$ cat src/rtl/seven_seg_scanner.sv
// Multiplexed 7-segment scanner: per-digit dwell slots with leading blank gap, per-digit enable, 16-level PWM.
// Latency: outputs registered one cycle after counter state; free-running scan, no backpressure.
module seven_seg_scanner #(
    parameter int NUM_DIGITS     = 8,
    parameter int SEG_W          = 8,
    parameter int PRESCALE       = 1000,
    parameter int BLANK_CYCLES   = 16,
    parameter int SEG_ACTIVE_LOW = 0,
    parameter int SEL_ACTIVE_LOW = 1
) (
    input  logic                        clk,
    input  logic                        rst_n,
    input  logic [NUM_DIGITS*SEG_W-1:0] seg_data,
    input  logic [NUM_DIGITS-1:0]       digit_en,
    input  logic [3:0]                  brightness,
    output logic [SEG_W-1:0]            seg,
    output logic [NUM_DIGITS-1:0]       seg_sel,
    output logic                        frame_start
);

    if (NUM_DIGITS < 2 || PRESCALE < 2 || PRESCALE <= BLANK_CYCLES) begin : g_param_err
        $error("seven_seg_scanner: need NUM_DIGITS>=2 and PRESCALE>BLANK_CYCLES, PRESCALE>=2");
    end

    localparam int DW = $clog2(NUM_DIGITS);
    localparam int SW = $clog2(PRESCALE);

    localparam logic [SEG_W-1:0]      SEG_OFF  = (SEG_ACTIVE_LOW != 0) ? {SEG_W{1'b1}} : {SEG_W{1'b0}};
    localparam logic [NUM_DIGITS-1:0] SEL_OFF  = (SEL_ACTIVE_LOW != 0) ? {NUM_DIGITS{1'b1}} : {NUM_DIGITS{1'b0}};
    localparam logic [DW-1:0]         LAST_DIG = DW'(NUM_DIGITS - 1);
    localparam logic [SW-1:0]         LAST_SLT = SW'(PRESCALE - 1);
    localparam logic [SW-1:0]         ON_SLT   = SW'(BLANK_CYCLES);

    logic [DW-1:0]         digit_idx_q, digit_idx_d;
    logic [SW-1:0]         slot_cnt_q, slot_cnt_d;
    logic [3:0]            pwm_cnt_q, pwm_cnt_d;
    logic [SEG_W-1:0]      data_q, data_d;
    logic                  en_q, en_d;
    logic [3:0]            bright_q, bright_d;
    logic [SEG_W-1:0]      seg_q, seg_d;
    logic [NUM_DIGITS-1:0] sel_q, sel_d;
    logic                  frame_q, frame_d;

    logic                  on_start, on_phase, lit;
    logic [3:0]            pwm_eff;
    logic [NUM_DIGITS-1:0] onehot;

    always_comb begin
        on_start = (slot_cnt_q == ON_SLT);
        on_phase = (slot_cnt_q >= ON_SLT);

        // The capture cycle itself already displays the freshly sampled values.
        data_d   = on_start ? seg_data[int'(digit_idx_q)*SEG_W +: SEG_W] : data_q;
        en_d     = on_start ? digit_en[digit_idx_q] : en_q;
        bright_d = on_start ? brightness : bright_q;
        pwm_eff  = on_start ? 4'd0 : pwm_cnt_q;
        pwm_cnt_d = on_phase ? pwm_eff + 4'd1 : pwm_cnt_q;

        lit    = on_phase && en_d && (pwm_eff <= bright_d);
        onehot = {{(NUM_DIGITS-1){1'b0}}, 1'b1} << digit_idx_q;
        seg_d  = lit ? (data_d ^ SEG_OFF) : SEG_OFF;
        sel_d  = lit ? (onehot ^ SEL_OFF) : SEL_OFF;
        frame_d = (digit_idx_q == '0) && (slot_cnt_q == '0);

        slot_cnt_d  = slot_cnt_q + SW'(1);
        digit_idx_d = digit_idx_q;
        if (slot_cnt_q == LAST_SLT) begin
            slot_cnt_d  = '0;
            digit_idx_d = (digit_idx_q == LAST_DIG) ? '0 : digit_idx_q + DW'(1);
        end
    end

    always_ff @(posedge clk or negedge rst_n) begin
        if (!rst_n) begin
            digit_idx_q <= '0;
            slot_cnt_q  <= '0;
            pwm_cnt_q   <= '0;
            data_q      <= '0;
            en_q        <= 1'b0;
            bright_q    <= '0;
            seg_q       <= SEG_OFF;
            sel_q       <= SEL_OFF;
            frame_q     <= 1'b0;
        end else begin
            digit_idx_q <= digit_idx_d;
            slot_cnt_q  <= slot_cnt_d;
            pwm_cnt_q   <= pwm_cnt_d;
            data_q      <= data_d;
            en_q        <= en_d;
            bright_q    <= bright_d;
            seg_q       <= seg_d;
            sel_q       <= sel_d;
            frame_q     <= frame_d;
        end
    end

    assign seg         = seg_q;
    assign seg_sel     = sel_q;
    assign frame_start = frame_q;

endmodule

$ cat config.mk
export PLATFORM = sky130hd
export DESIGN_NAME = seven_seg_scanner
export DESIGN_NICKNAME = d
export VERILOG_FILES = /design/src/rtl/seven_seg_scanner.sv
export SDC_FILE = /design/constraint.sdc
export NUM_CORES = 1
export LEC_CHECK = 0
export ABC_AREA = 1
export BUFFER_PORTS_ARGS = -buffer_cell sky130_fd_sc_hd__buf_2
export CORE_UTILIZATION = 54
export DETAILED_ROUTE_END_ITERATION = 10
export PLACE_DENSITY = 0.86
export SYNTH_ARGS = -nofsm -noshare
export SYNTH_HDL_FRONTEND = slang
export SYNTH_SLANG_ARGS = --single-unit
$ cat constraint.sdc
create_clock -name clk -period 4.1 [get_ports clk]
set_clock_uncertainty 0.15 [all_clocks]
set_input_delay 0.205 -clock clk [delete_from_list [all_inputs] [get_ports clk]]
set_output_delay 0.205 -clock clk [all_outputs]
set_load 0.03 [all_outputs]
# Word level (Yosys, flattened, before mapping)

Cells that the tools add are included.

Output and inout bits: 17
Word-level logic and storage cells: 36
Register bits: 47
Bits of input ports: 78

$add $sub $neg: 3
Reduce and logical (&&, ||, !) cells: 5
$lt $le $gt $ge: 3
Mux-type cells: 10
Shift-type cells: 2
Equality and inequality tests: 3
Bitwise operators: 1

Operators by type and width:

| kind                    | count |
|---|---|
| $shiftx A64 B7 Y8       | 1 |
| $mux W8                 | 3 |
| $add A10 B1 Y10 const B | 1 |
| $eq A10 B10 Y1 const B  | 1 |
| $eq A10 B5 Y1 const B   | 1 |
| $ge A10 B5 Y1 const B   | 1 |
| $logic_not A10 Y1       | 1 |
| $mux W10                | 1 |
| $mux W4                 | 2 |
| $not A8 Y8              | 1 |
| $shl A1 B3 Y8 const A   | 1 |
| $add A4 B1 Y4 const B   | 1 |
| $le A4 B4 Y1            | 1 |
| $lt A3 B4 Y1 const B    | 1 |
| $add A3 B1 Y3 const B   | 1 |
| $bmux W1 S3             | 1 |
| $eq A3 B3 Y1 const B    | 1 |
| $logic_and A1 B1 Y1     | 3 |
| $logic_not A3 Y1        | 1 |
| $mux W3                 | 1 |
| $mux W1                 | 2 |

# Longest topological paths before layout

Gate-level depths: netlist (run 1).

Depth in word-level cells: 6
Mapped depth: 17
Mapped depth without buffers: 16

# Worst setup path after synthesis (run 1)

No wires, ideal clock.

Path type: reg2reg
Start: register slot_cnt_q[0]
End: register seg_q[0] (netlist: seg[0])
Stages on the path, launching flop included: 17
Data arrival time: 2.166 ns
Period minus slack after synthesis: 2.434 ns
Required time: 3.833 ns
Path slack: 1.666 ns
Setup time: 0.117 ns
Path buffers: 1
Cell sequence: dfrtp_1 -> inv_1 -> ha_1 -> nand3_2 -> nor3_2 -> buf_2 -> nand2_1 -> nand2_1 -> inv_1 -> ha_1 -> inv_1 -> o21bai_1 -> nand3_1 -> nand2_1 -> nand2_4 -> nand2_4 -> nor2_2

Longest elaborated chain between the ends: 5
Elaborated cells between the ends (all ways): 10
Those cells by class: order compare: 2; eq/ne: 1; mux: 5; reduce/logical: 2

Ends and longest elaborated chain:

| item                   | RTL line | text |
|---|---|---|
| from (decl)            | 35       | `logic [SW-1:0] slot_cnt_q, slot_cnt_d;` |
| from (signal assigned) | 86       | `slot_cnt_q <= slot_cnt_d;` |
| $eq A10 B5 Y1          | 49       | `on_start = (slot_cnt_q == ON_SLT);` |
| $mux W4                | 55       | `bright_d = on_start ? brightness : bright_q;` |
| named net bright_d[1]  | 39       | `logic [3:0] bright_q, bright_d;` |
| $le A4 B4 Y1           | 59       | `lit = on_phase && en_d && (pwm_eff <= bright_d);` |
| $logic_and A1 B1 Y1    | 59       |  |
| $mux W8                | 61       | `seg_d = lit ? (data_d ^ SEG_OFF) : SEG_OFF;` |
| named net seg_d[0]     | 40       | `logic [SEG_W-1:0] seg_q, seg_d;` |
| to (signal assigned)   | 91       | `seg_q <= seg_d;` |
| to (decl)              | 40       |  |

The timed path passes the listed nets, and every way through them passes these cells.
A chain may end at the register's enable or synchronous reset.

# Worst setup path in the final report (run 1)

Start: register slot_cnt_q[0]
End: register seg_q[2] (netlist: seg[2])

The elaborated chain is that of the path after synthesis.

==> metrics.md, run 1 <==
| Metric | Value |
|---|---|
| Clock Latency Late Sink | `300 ps` |
| Port bufs | `94` |
| Mean Syn Cell Area | `7.90 um^2` |
| Synthesized net count | `442` |
| Total number of yosys warnings | `0` |
| Final Cycle Share | `72.3%` |
| RSZ-0062 raised after global routing | `no` |
| Register area share after synthesis | `42.5%` |
| Largest net degree at the start of global routing | `48` |
| Final ANT Viol Nets | `0` |
| CTS max path bufs | `2` |
| Count leader, synth | `nor2_1` |
| Total die area | `5450 um^2` |
| Post-Syn Instances | `353` |
| Final Max Slew Viols | `0` |
| Primary FF master, synth | `dfrtp_1` |
| Final Power | `836 uW` |
| # setup viols final | `0` |
| Gpl congestion | `0.893` |
| Initial core utilization | `57.5%` |
| Std-Cell Core Area | `4850 um^2` |
| Worst Tran Pin Value | `985 ps` |
| Io pins | `95` |
| H-tree level count | `2` |
| Slew HR | `34.4%` |
| Area growth, synth to finish | `21.1%` |
| CP Data Required Time | `4150 ps` |
| Drt pass-1 iters | `5` |
| Worst Path Max Fanout | `12` |
| Register Area | `1190 um^2` |
| Clock slew at reported path FFs | `80 ps` |
| Max Clock Freq | `338 MHz` |
| Seq cells post-synth | `47` |
| Power per cell area | `248 nW/um^2` |
| Cts bufs inserted | `5` |
| Max_cap viols | `0` |
| Netlist cell types | `35` |
| Final WL | `6610 um` |
| Drt wl/cell | `13.0 um` |
| Endpoints failing hold | `0` |
| Number of global-route vias before repair | `2601` |
| Setup tns final | `0 ps` |
| Mapped Area | `2790 um^2` |
| Remaining Overflow, GRT | `0` |
| Die W | `73.9 um` |
| Ant. Diodes | `0` |
| Asr flop ratio synth | `100%` |
| Clock sinks | `47` |
| Std-Cell Rows | `25` |
| Area leader, netlist | `dfrtp_1` |
| First DRT Iteration DRCs | `143` |
| Post-CTS Setup Inserts | `0` |
| CP startpoint kind | `flip-flop` |
| Yosys top cell area share | `35.0%` |
| Clk root buf | `clkbuf_8` |
| CTS tree | `yes` |
| WS Path Type | `flip-flop to flip-flop` |
| Vias per inst | `5.32` |
| HPWL after DPL | `5010 um` |
| CP Capture Type | `flip-flop` |
| Vias | `2712` |
| Largest cells by area after synthesis | `dfrtp_1 35%, nor2_1 8.2%, dfstp_2 7.5%, nand2_1 6.7%, o21ai_0 5.7%` |
| Fin Hold WS | `57.3 ps` |
| Leakage | `1.75 nW` |
| Layout cell share with drive strength beyond 1 | `30.2%` |
| # fillers | `379` |
| IR drop worst, VDD | `0.276 mV` |
| Detailed-route DRC error count | `0` |
| Synth top cells by count | `61 x nor2_1, 50 x nand2_1, 39 x dfrtp_1, 39 x inv_1, 32 x o21ai_0` |
| Number of enable flip-flop cells after synthesis | `0` |
| Final Critical Period | `2960 ps` |
| CP arrival | `3010 ps` |
| Status | `completed` |
| Fin nets | `531` |
| Die H | `73.9 um` |
| Initial antenna violation count | `0` |
| Aggregate global-route resource usage | `26.8%` |
| Multi-input gate area | `1350 um^2` |
| First-pass GRT wire length | `11100 um` |
| Hold WC Path Type | `input pin to flip-flop` |
==> layout by cell type (no fill, tap or decap), types with 2 or more instances in the layout <==
cell           synthesis  layout
o211ai_2               2       2
dfstp_2                8       8
clkbuf_1               7       2
clkinv_2               1       2
inv_1                 39      39
ha_1                  11      11
o221ai_1              16      16
o21ai_1                8       8
dfrtp_1               39      39
o21bai_1               2       2
nor2_2                10      10
nand3_1               16      16
nand2_4                2       2
nor3_1                 7       7
a21oi_1                5       5
inv_2                  3       3
nand3b_1               5       5
and2_1                 2       2
clkbuf_8               0       5
nand3_2                4       4
nand2_1               50      50
buf_2                  7      94
o21ai_0               32      32
nand4_1                4       4
nor2_1                61      61
dlygate4sd3_1          0       3
==> kinds of logic (layout without fill, tap and decap cells) <==
| group | Yosys count | count (layout) | synth area share [%] |
|---|---|---|---|
| fa+ha+maj | 11 | 11 | 4.94 |
| xor+xnor | 1 | 1 | 0.314 |
| buf+inv | 60 | 150 | 8.98 |
| simple gates | 164 | 164 | 27.1 |
| flops | 47 | 47 | 42.5 |
| compound gates | 70 | 70 | 16.2 |
==> repair_timing <==
item / 4_1_cts / 5_1_grt
setup endpoints to repair: 0 / 0
hold buffers: 3 / 0
endpoints found under the hold margin: 41 / 0
gates resized for setup: 0 / 0
==> cell type report <==
cell class | instances | area share, %
multi-input cells | 246 | 40.0
flip-flops and latches | 47 | 35.1
repair buffers | 98 | 15.0
inverters | 44 | 4.93
well taps | 67 | 2.48
clock buffers | 7 | 2.26
clock inverters | 1 | 0.148
==> layer usage <==
metal  part of all wire [%]  vias up  track usage [%]
li1                       -     1340                -
met1                     43     1263             32.1
met2                     49       90             46.6
met3                    5.1       19             6.31
met4                    2.0        0             10.0
met5                      0        -                0
==> report_power, final <==
group / leakage (nW) / internal (mW) / switching [mW]
registers: 0.572 / 0.475 / 0.00366
clock network: 0.0422 / 0.120 / 0.142
logic: 1.14 / 0.0434 / 0.0520
total: 1.75 / 0.638 / 0.198
==> sequential cells by signal, indices dropped and copies added (netlist names) <==
| name | cells |
|---|---|
| slot_cnt_q | 10 |
| frame_start | 1 |
| seg | 8 |
| digit_idx_q | 3 |
| bright_q | 4 |
| pwm_cnt_q | 4 |
| seg_sel | 8 |
| en_q | 1 |
| data_q | 8 |
==> worst paths after layout <==
path,startpoint,end,slack [ps],cells past startpoint
setup / recovery,slot_cnt_q[0],seg[2],1140,15
min in group asynchronous,rst_n,seg[2],460,2
setup reg to reg,slot_cnt_q[0],seg[2],1140,15
hold / removal,brightness[0],bright_q[0],60,3
max in group asynchronous,rst_n,frame_start,2730,2
hold reg to reg,data_q[4],data_q[4],330,2
==> critical path, cell delays in order, from the launching register on <==
cell      delay (ps)
dfrtp_1          410
inv_1             90
ha_1             180
nand3_2          110
nor3_2           670
nand2_1          120
nand2_1          120
inv_1             50
ha_1             300
inv_1             40
o21bai_1         110
nand3_1           90
nand2_1          100
nand2_4          100
nand2_4          150
nor2_2            50
==> metrics by stage <==
stage / util [%] / area (um^2) / worst slack (ps) / instances
after floorplan: - / 2790 / 1670 / 353
after detailed placement: 67.4 / 3270 / 1130 / 499
after CTS: 69.7 / 3380 / 1120 / 510
after global routing: 69.7 / 3380 / 838 / 510
after global placement: 67.4 / 3270 / 1250 / 499
final: 69.7 / 3380 / 1140 / 510
(Power assumes the default switching activity.)
==> inputs of run 2 (changes only) <==
--- a/config.mk
+++ b/config.mk
@@ -5,11 +5,11 @@
 export SDC_FILE = /design/constraint.sdc
 export NUM_CORES = 1
 export LEC_CHECK = 0
-export ABC_AREA = 1
+export ABC_AREA = 0
 export BUFFER_PORTS_ARGS = -buffer_cell sky130_fd_sc_hd__buf_2
-export CORE_UTILIZATION = 54
+export CORE_UTILIZATION = 45
 export DETAILED_ROUTE_END_ITERATION = 10
-export PLACE_DENSITY = 0.86
+export PLACE_DENSITY = 0.78
 export SYNTH_ARGS = -nofsm -noshare
 export SYNTH_HDL_FRONTEND = slang
 export SYNTH_SLANG_ARGS = --single-unit
==> constraint.sdc (replaced) <==
create_clock -name clk -period 2.7 [get_ports clk]
set_clock_uncertainty 0.15 [all_clocks]
set_input_delay 0.135 -clock clk [delete_from_list [all_inputs] [get_ports clk]]
set_output_delay 0.135 -clock clk [all_outputs]
set_load 0.03 [all_outputs]
==> run 2 against run 1 <==
Clock power increased by 130%. Worst hold slack improved by 63 ps. Largest power group unchanged. Synthesized area decreased by 6.2%. The flow now finishes with violations (negative setup slack). Register-to-register slack got worse by 1200 ps. Sequential power increased by 52%.
==> metrics.md, run 2 <==
| Metric | Value |
|---|---|
| Status | `finished, violations left` |
| Violated checks | `negative setup slack` |
| H-tree level count | `2` |
| Die H | `78.2 um` |
| Io pins | `95` |
| Slew HR | `32.5%` |
| Detailed-route DRC error count | `0` |
| Number of enable flip-flop cells after synthesis | `0` |
| Max Clock Freq | `358 MHz` |
| Netlist cell types | `36` |
| Final ANT Viol Nets | `0` |
| Synth top cells by count | `39 x dfrtp_1, 20 x nand2_1, 17 x nor2_1` |
| Post-Syn Instances | `223` |
| Largest net degree at the start of global routing | `48` |
| Ant. Diodes | `0` |
| Gpl congestion | `0.738` |
| Endpoints failing hold | `0` |
| Std-Cell Core Area | `5540 um^2` |
| Multi-input gate area | `1390 um^2` |
| Commonest cells after routing, fill and taps aside | `94 x buf_2, 39 x dfrtp_1, 20 x nand2_1` |
| CP Capture Type | `flip-flop` |
| Drt pass-1 iters | `6` |
| Count leader, synth | `dfrtp_1` |
| Number of flip-flops under the largest register name | `10` |
| Number of global-route vias before repair | `2163` |
| Total number of yosys warnings | `0` |
| Clock Latency Late Sink | `300 ps` |
| Cells after DPL | `392` |
| Asr flop ratio synth | `100%` |
| Synthesized net count | `312` |
| Hold WC Path Type | `input pin to flip-flop` |
| Leakage | `1.65 nW` |
| Clock slew at reported path FFs | `80 ps` |
| Total die area | `6120 um^2` |
| Final Cycle Share | `104%` |
| Vias per inst | `5.32` |
| WS Path Type | `flip-flop to flip-flop` |
| Area leader, netlist | `dfrtp_1` |
| Drt wl/cell | `15.6 um` |
| Seq cells post-synth | `47` |
| Register Area | `1190 um^2` |
| Final worst slack | `-95.0 ps` |
| CTS tree | `yes` |
| Vias | `2176` |
| Yosys top cell area share | `37.3%` |
| Area growth, synth to finish | `34.3%` |
| HPWL after DPL | `4820 um` |
| CP startpoint kind | `flip-flop` |
| Most common cell after layout, fill and taps aside | `buf_2` |
| # setup viols final | `16` |
| Primary FF master, synth | `dfrtp_1` |
| Mean Syn Cell Area | `11.7 um^2` |
| Final WL | `6400 um` |
| Mapped Area | `2620 um^2` |
| Worst Path Max Fanout | `16` |
| Worst Tran Pin Value | `1010 ps` |
| Aggregate global-route resource usage | `21.0%` |
| Die W | `78.2 um` |
| Layout Cells excl Fill | `409` |
| Power per cell area | `426 nW/um^2` |
| Fin nets | `425` |
| CTS max path bufs | `2` |
| Remaining Overflow, GRT | `0` |
| Largest cells by area after synthesis | `dfrtp_1 37%, mux4_2 14%, dfstp_2 8.0%, mux2i_1 5.7%, ha_1 5.3%` |
| Port bufs | `94` |
| Max_cap viols | `0` |
| Final Critical Period | `2790 ps` |
| Register area share after synthesis | `45.4%` |
| Initial core utilization | `47.2%` |
| Cts bufs inserted | `5` |
| RSZ-0062 raised after global routing | `yes` |
| CP Data Required Time | `2740 ps` |
| Final Max Slew Viols | `0` |
| Std-Cell Rows | `27` |
| Initial antenna violation count | `0` |
| First-pass GRT wire length | `9920 um` |
| # fillers | `433` |
| Most flops, register | `slot_cnt_q` |
| DP Worst Slack | `-44.3 ps` |
| First DRT Iteration DRCs | `94` |
| IR drop worst, VDD | `0.379 mV` |
| Clock sinks | `47` |
| CP arrival | `2830 ps` |
| Layout cell share with drive strength beyond 1 | `47.2%` |
| Clk root buf | `clkbuf_8` |
-- run 2: worst max-delay path, cell delays in order, from the launching register on --
cell	delay, ps
dfrtp_1	390
inv_1	60
ha_1	140
nor3b_4	250
nand4_4	180
mux2i_4	240
ha_4	270
nor2b_4	140
nor2_1	60
nor4b_2	350
o32ai_4	140
buf_12	160
and3_1	140
-- run 2: stage by stage --
step	total power, mW	hold WS [ps]	utilization (%)	cell area [um^2]	setup TNS (ps)
after floorplan	0.809	-311	-	2660	-866
after global placement	0.893	202	58.9	3260	0
after detailed placement	0.898	211	58.9	3260	-411
after CTS	1.51	118	62.5	3460	-452
after global routing	1.55	157	63.4	3510	-4310
final	1.50	121	63.4	3510	-1020
-- run 2: report_power, final --
group / internal, mW / leakage [nW] / switching (mW)
combinational: 0.0890 / 1.02 / 0.0775
clock: 0.369 / 0.0644 / 0.233
sequential: 0.722 / 0.572 / 0.00591
-- run 2: timing repair --
| action | CTS | global route |
|---|---|---|
| hold endpoints to repair | 43 | 0 |
| setup endpoints to repair | 14 | 16 |
| pin swaps | 1 | 3 |
| gates resized for setup | 2 | 3 |
| setup buffers | 2 | 3 |
| hold buffers | 5 | 0 |
-- run 2: cell type report --
type | count | area share (%)
repair buffers | 118 | 19.2
well taps | 72 | 2.57
flip-flops and latches | 47 | 33.8
multi-input cells | 156 | 39.7
clock inverters | 3 | 1.92
inverters | 8 | 0.855
clock buffers | 5 | 1.96
-- run 2: path summary, 6_finish.rpt --
check,startpoint,end,slack [ps],cells after the start
min in group asynchronous,rst_n,data_q[3],400,2
worst max-delay path,slot_cnt_q[0],seg[1],-90,12
worst max register to register,slot_cnt_q[0],seg[1],-90,12
worst min-delay path,digit_en[7],en_q,120,4
worst min register to register,data_q[6],data_q[6],350,2
max in group asynchronous,rst_n,slot_cnt_q[8],1360,2
-- run 2: cell families after synthesis --
kind of cell | synth area share, %
flip-flops | 45.4
AND/OR/NAND/NOR | 16.3
multiplexers | 20.4
XOR/XNOR | 3.68
buffers and inverters | 3.83
adder cells (fa/ha/maj) | 5.26
AO/OA/AOI/OAI | 5.22
-- run 2: per-layer routing --
metal | global-route usage [%] | share of wire, %
met1 | 26.8 | 43
met2 | 35.6 | 53
met3 | 4.88 | 3.2
met4 | 5.74 | 0.94
met5 | 0 | 0
==> inputs of run 3 (changes only) <==
--- a/config.mk
+++ b/config.mk
@@ -9,6 +9,7 @@
 export BUFFER_PORTS_ARGS = -buffer_cell sky130_fd_sc_hd__buf_2
 export CORE_UTILIZATION = 45
 export DETAILED_ROUTE_END_ITERATION = 10
+export GPL_TIMING_DRIVEN = 0
 export PLACE_DENSITY = 0.78
 export SYNTH_ARGS = -nofsm -noshare
 export SYNTH_HDL_FRONTEND = slang
==> run 3 against run 2 <==
The run still ends with negative setup slack left. Fmax shrank 4.3%. First-iteration DRC count grew 51%. Sequential share of layout area hardly changed. Global-route usage increased by 0.82 points.
==> metrics.md, run 3 (synthesis gave the netlist of run 2 again) <==
| Metric | Value |
|---|---|
| Fin Hold WS | `120 ps` |
| Final Max Slew Viols | `0` |
| Remaining Overflow, GRT | `0` |
| Std-Cell Rows | `27` |
| Hold path startpoint | `digit_en[6]` |
| IR drop worst, VDD | `0.227 mV` |
| Final Cycle Share | `108%` |
| RSZ-0062 raised after global routing | `yes` |
| Port bufs | `94` |
| Area growth, synth to finish | `34.1%` |
| Drt pass-1 iters | `4` |
| Layout cell share with drive strength beyond 1 | `46.6%` |
| Max_cap viols | `0` |
| Number of global-route vias before repair | `2185` |
| Final ANT Viol Nets | `0` |
| Worst Tran Pin Value | `1010 ps` |
| Die H | `78.2 um` |
| Io pins | `95` |
| Initial antenna violation count | `0` |
| Clk root buf | `clkbuf_8` |
| Endpoints failing hold | `0` |
| WS Path Type | `flip-flop to flip-flop` |
| Largest net degree at the start of global routing | `48` |
| Register Area | `1190 um^2` |
| Worst Path Max Fanout | `6` |
| Worst Hold End | `en_q` |
| Power per cell area | `380 nW/um^2` |
| Detailed-route DRC error count | `0` |
| Initial core utilization | `47.2%` |
| Top Metal Used | `met4` |
| Clock slew at reported path FFs | `90 ps` |
| Total die area | `6120 um^2` |
| CTS tree | `yes` |
| Vias per inst | `5.31` |
| Setup tns final | `-2820 ps` |
| Drt wl/cell | `15.5 um` |
| Leakage | `1.64 nW` |
| Final instance area | `3510 um^2` |
| Final worst slack | `-219 ps` |
| Met1 wire length | `2790 um` |
| CTS max path bufs | `2` |
| Most common cell after layout, fill and taps aside | `buf_2` |
| Hold path depth | `4` |
| Gpl congestion | `0.761` |
| Dpl cell area | `3220 um^2` |
| Reg-to-reg slack, setup | `-220 ps` |
| Ant. Diodes | `0` |
| FF-to-FF Start | `slot_cnt_q[0]` |
| WL met3 | `274 um` |
| Fin nets | `429` |
| Number of flip-flops under the largest register name | `10` |
| Die W | `78.2 um` |
| Final WL | `6410 um` |
| Most flops, register | `slot_cnt_q` |
| HPWL after DPL | `4710 um` |
| Multi-input gate area | `1400 um^2` |
| Vias | `2192` |
| CP Capture Type | `flip-flop` |
| CP arrival | `2960 ps` |
| # fillers | `477` |
| Met2 wire length | `3260 um` |
| Violated checks | `negative setup slack` |
| Clock Latency Late Sink | `310 ps` |
| H-tree level count | `2` |
| Worst Reg2Reg Path Length in Cells | `13` |
| Commonest cells after routing, fill and taps aside | `96 x buf_2, 39 x dfrtp_1, 20 x nand2_1` |
| Aggregate global-route resource usage | `21.8%` |
| First DRT Iteration DRCs | `142` |
| Slew HR | `32.4%` |
| # setup viols final | `16` |
| First-pass GRT wire length | `10200 um` |
| DP Worst Slack | `-530 ps` |
| CP Data Required Time | `2740 ps` |
| FF-to-FF End | `seg_sel[6]` |
| CP startpoint kind | `flip-flop` |
| Clock sinks | `47` |
| Max Clock Freq | `343 MHz` |
| Status | `finished, violations left` |
| Hold WC Path Type | `input pin to flip-flop` |
| Std-Cell Core Area | `5540 um^2` |
| Cts bufs inserted | `5` |
| Final Critical Period | `2920 ps` |
==> run 3: worst max-delay path by stage <==
stage / start / end / slack, ps / cells after the start
global route: slot_cnt_q[0] / seg_sel[6] / -340 / 13
CTS: slot_cnt_q[0] / seg_sel[6] / -220 / 13
global placement: slot_cnt_q[0] / seg_sel[6] / -460 / 13
finish: slot_cnt_q[0] / seg_sel[6] / -220 / 13
floorplan: slot_cnt_q[0] / seg[5] / -110 / 13
detailed placement: slot_cnt_q[0] / seg_sel[6] / -530 / 13
==> run 3: layout make-up <==
cell class,instances,area share (%)
repair buffers,110,17.4
well taps,72,2.57
clock buffers,5,1.96
flip-flops and latches,47,33.8
plain buffers,12,2.71
multi-input cells,156,40.0
clock inverters,3,0.678
inverters,8,0.856
==> run 3: per-stage QoR <==
stage	instances	power, mW	util, %
global placement	389	0.891	58.1
CTS	412	1.34	62.9
global route	413	1.39	63.3
floorplan	223	0.809	-
finish	413	1.33	63.3
detailed placement	389	0.895	58.1
==> run 3: layer usage <==
metal  vias up  global-route usage (%)
li1       1040                       -
met3        10                    4.30
met1      1083                    28.9
met2        59                    35.2
met5         -                       0
met4         0                    8.52
==> run 3: repair_timing <==
action / 4_1_cts / 5_1_grt
gates cloned: 1 / 0
hold buffers: 5 / 0
setup endpoints to repair: 16 / 16
setup buffers: 9 / 1
hold endpoints to repair: 43 / 0
gates resized for setup: 9 / 3
pin swaps: 4 / 3
==> run 3: report_power, final <==
group          total (mW)  leakage (nW)  switching (mW)  internal, mW
registers           0.727         0.572         0.00573         0.722
clock network       0.438        0.0408           0.253         0.185
logic               0.167          1.03          0.0789        0.0880
total                1.33          1.64           0.337         0.995
==> run 3: worst max-delay path: stages, from the launching register on <==
cell	delay (ps)
dfrtp_1	390
inv_1	60
ha_1	150
nor3b_4	230
nand4_4	130
clkbuf_16	200
buf_4	130
and2_1	150
ha_1	310
o21ai_0	140
nor3_2	100
o32ai_4	380
buf_6	170
nand4_1	120
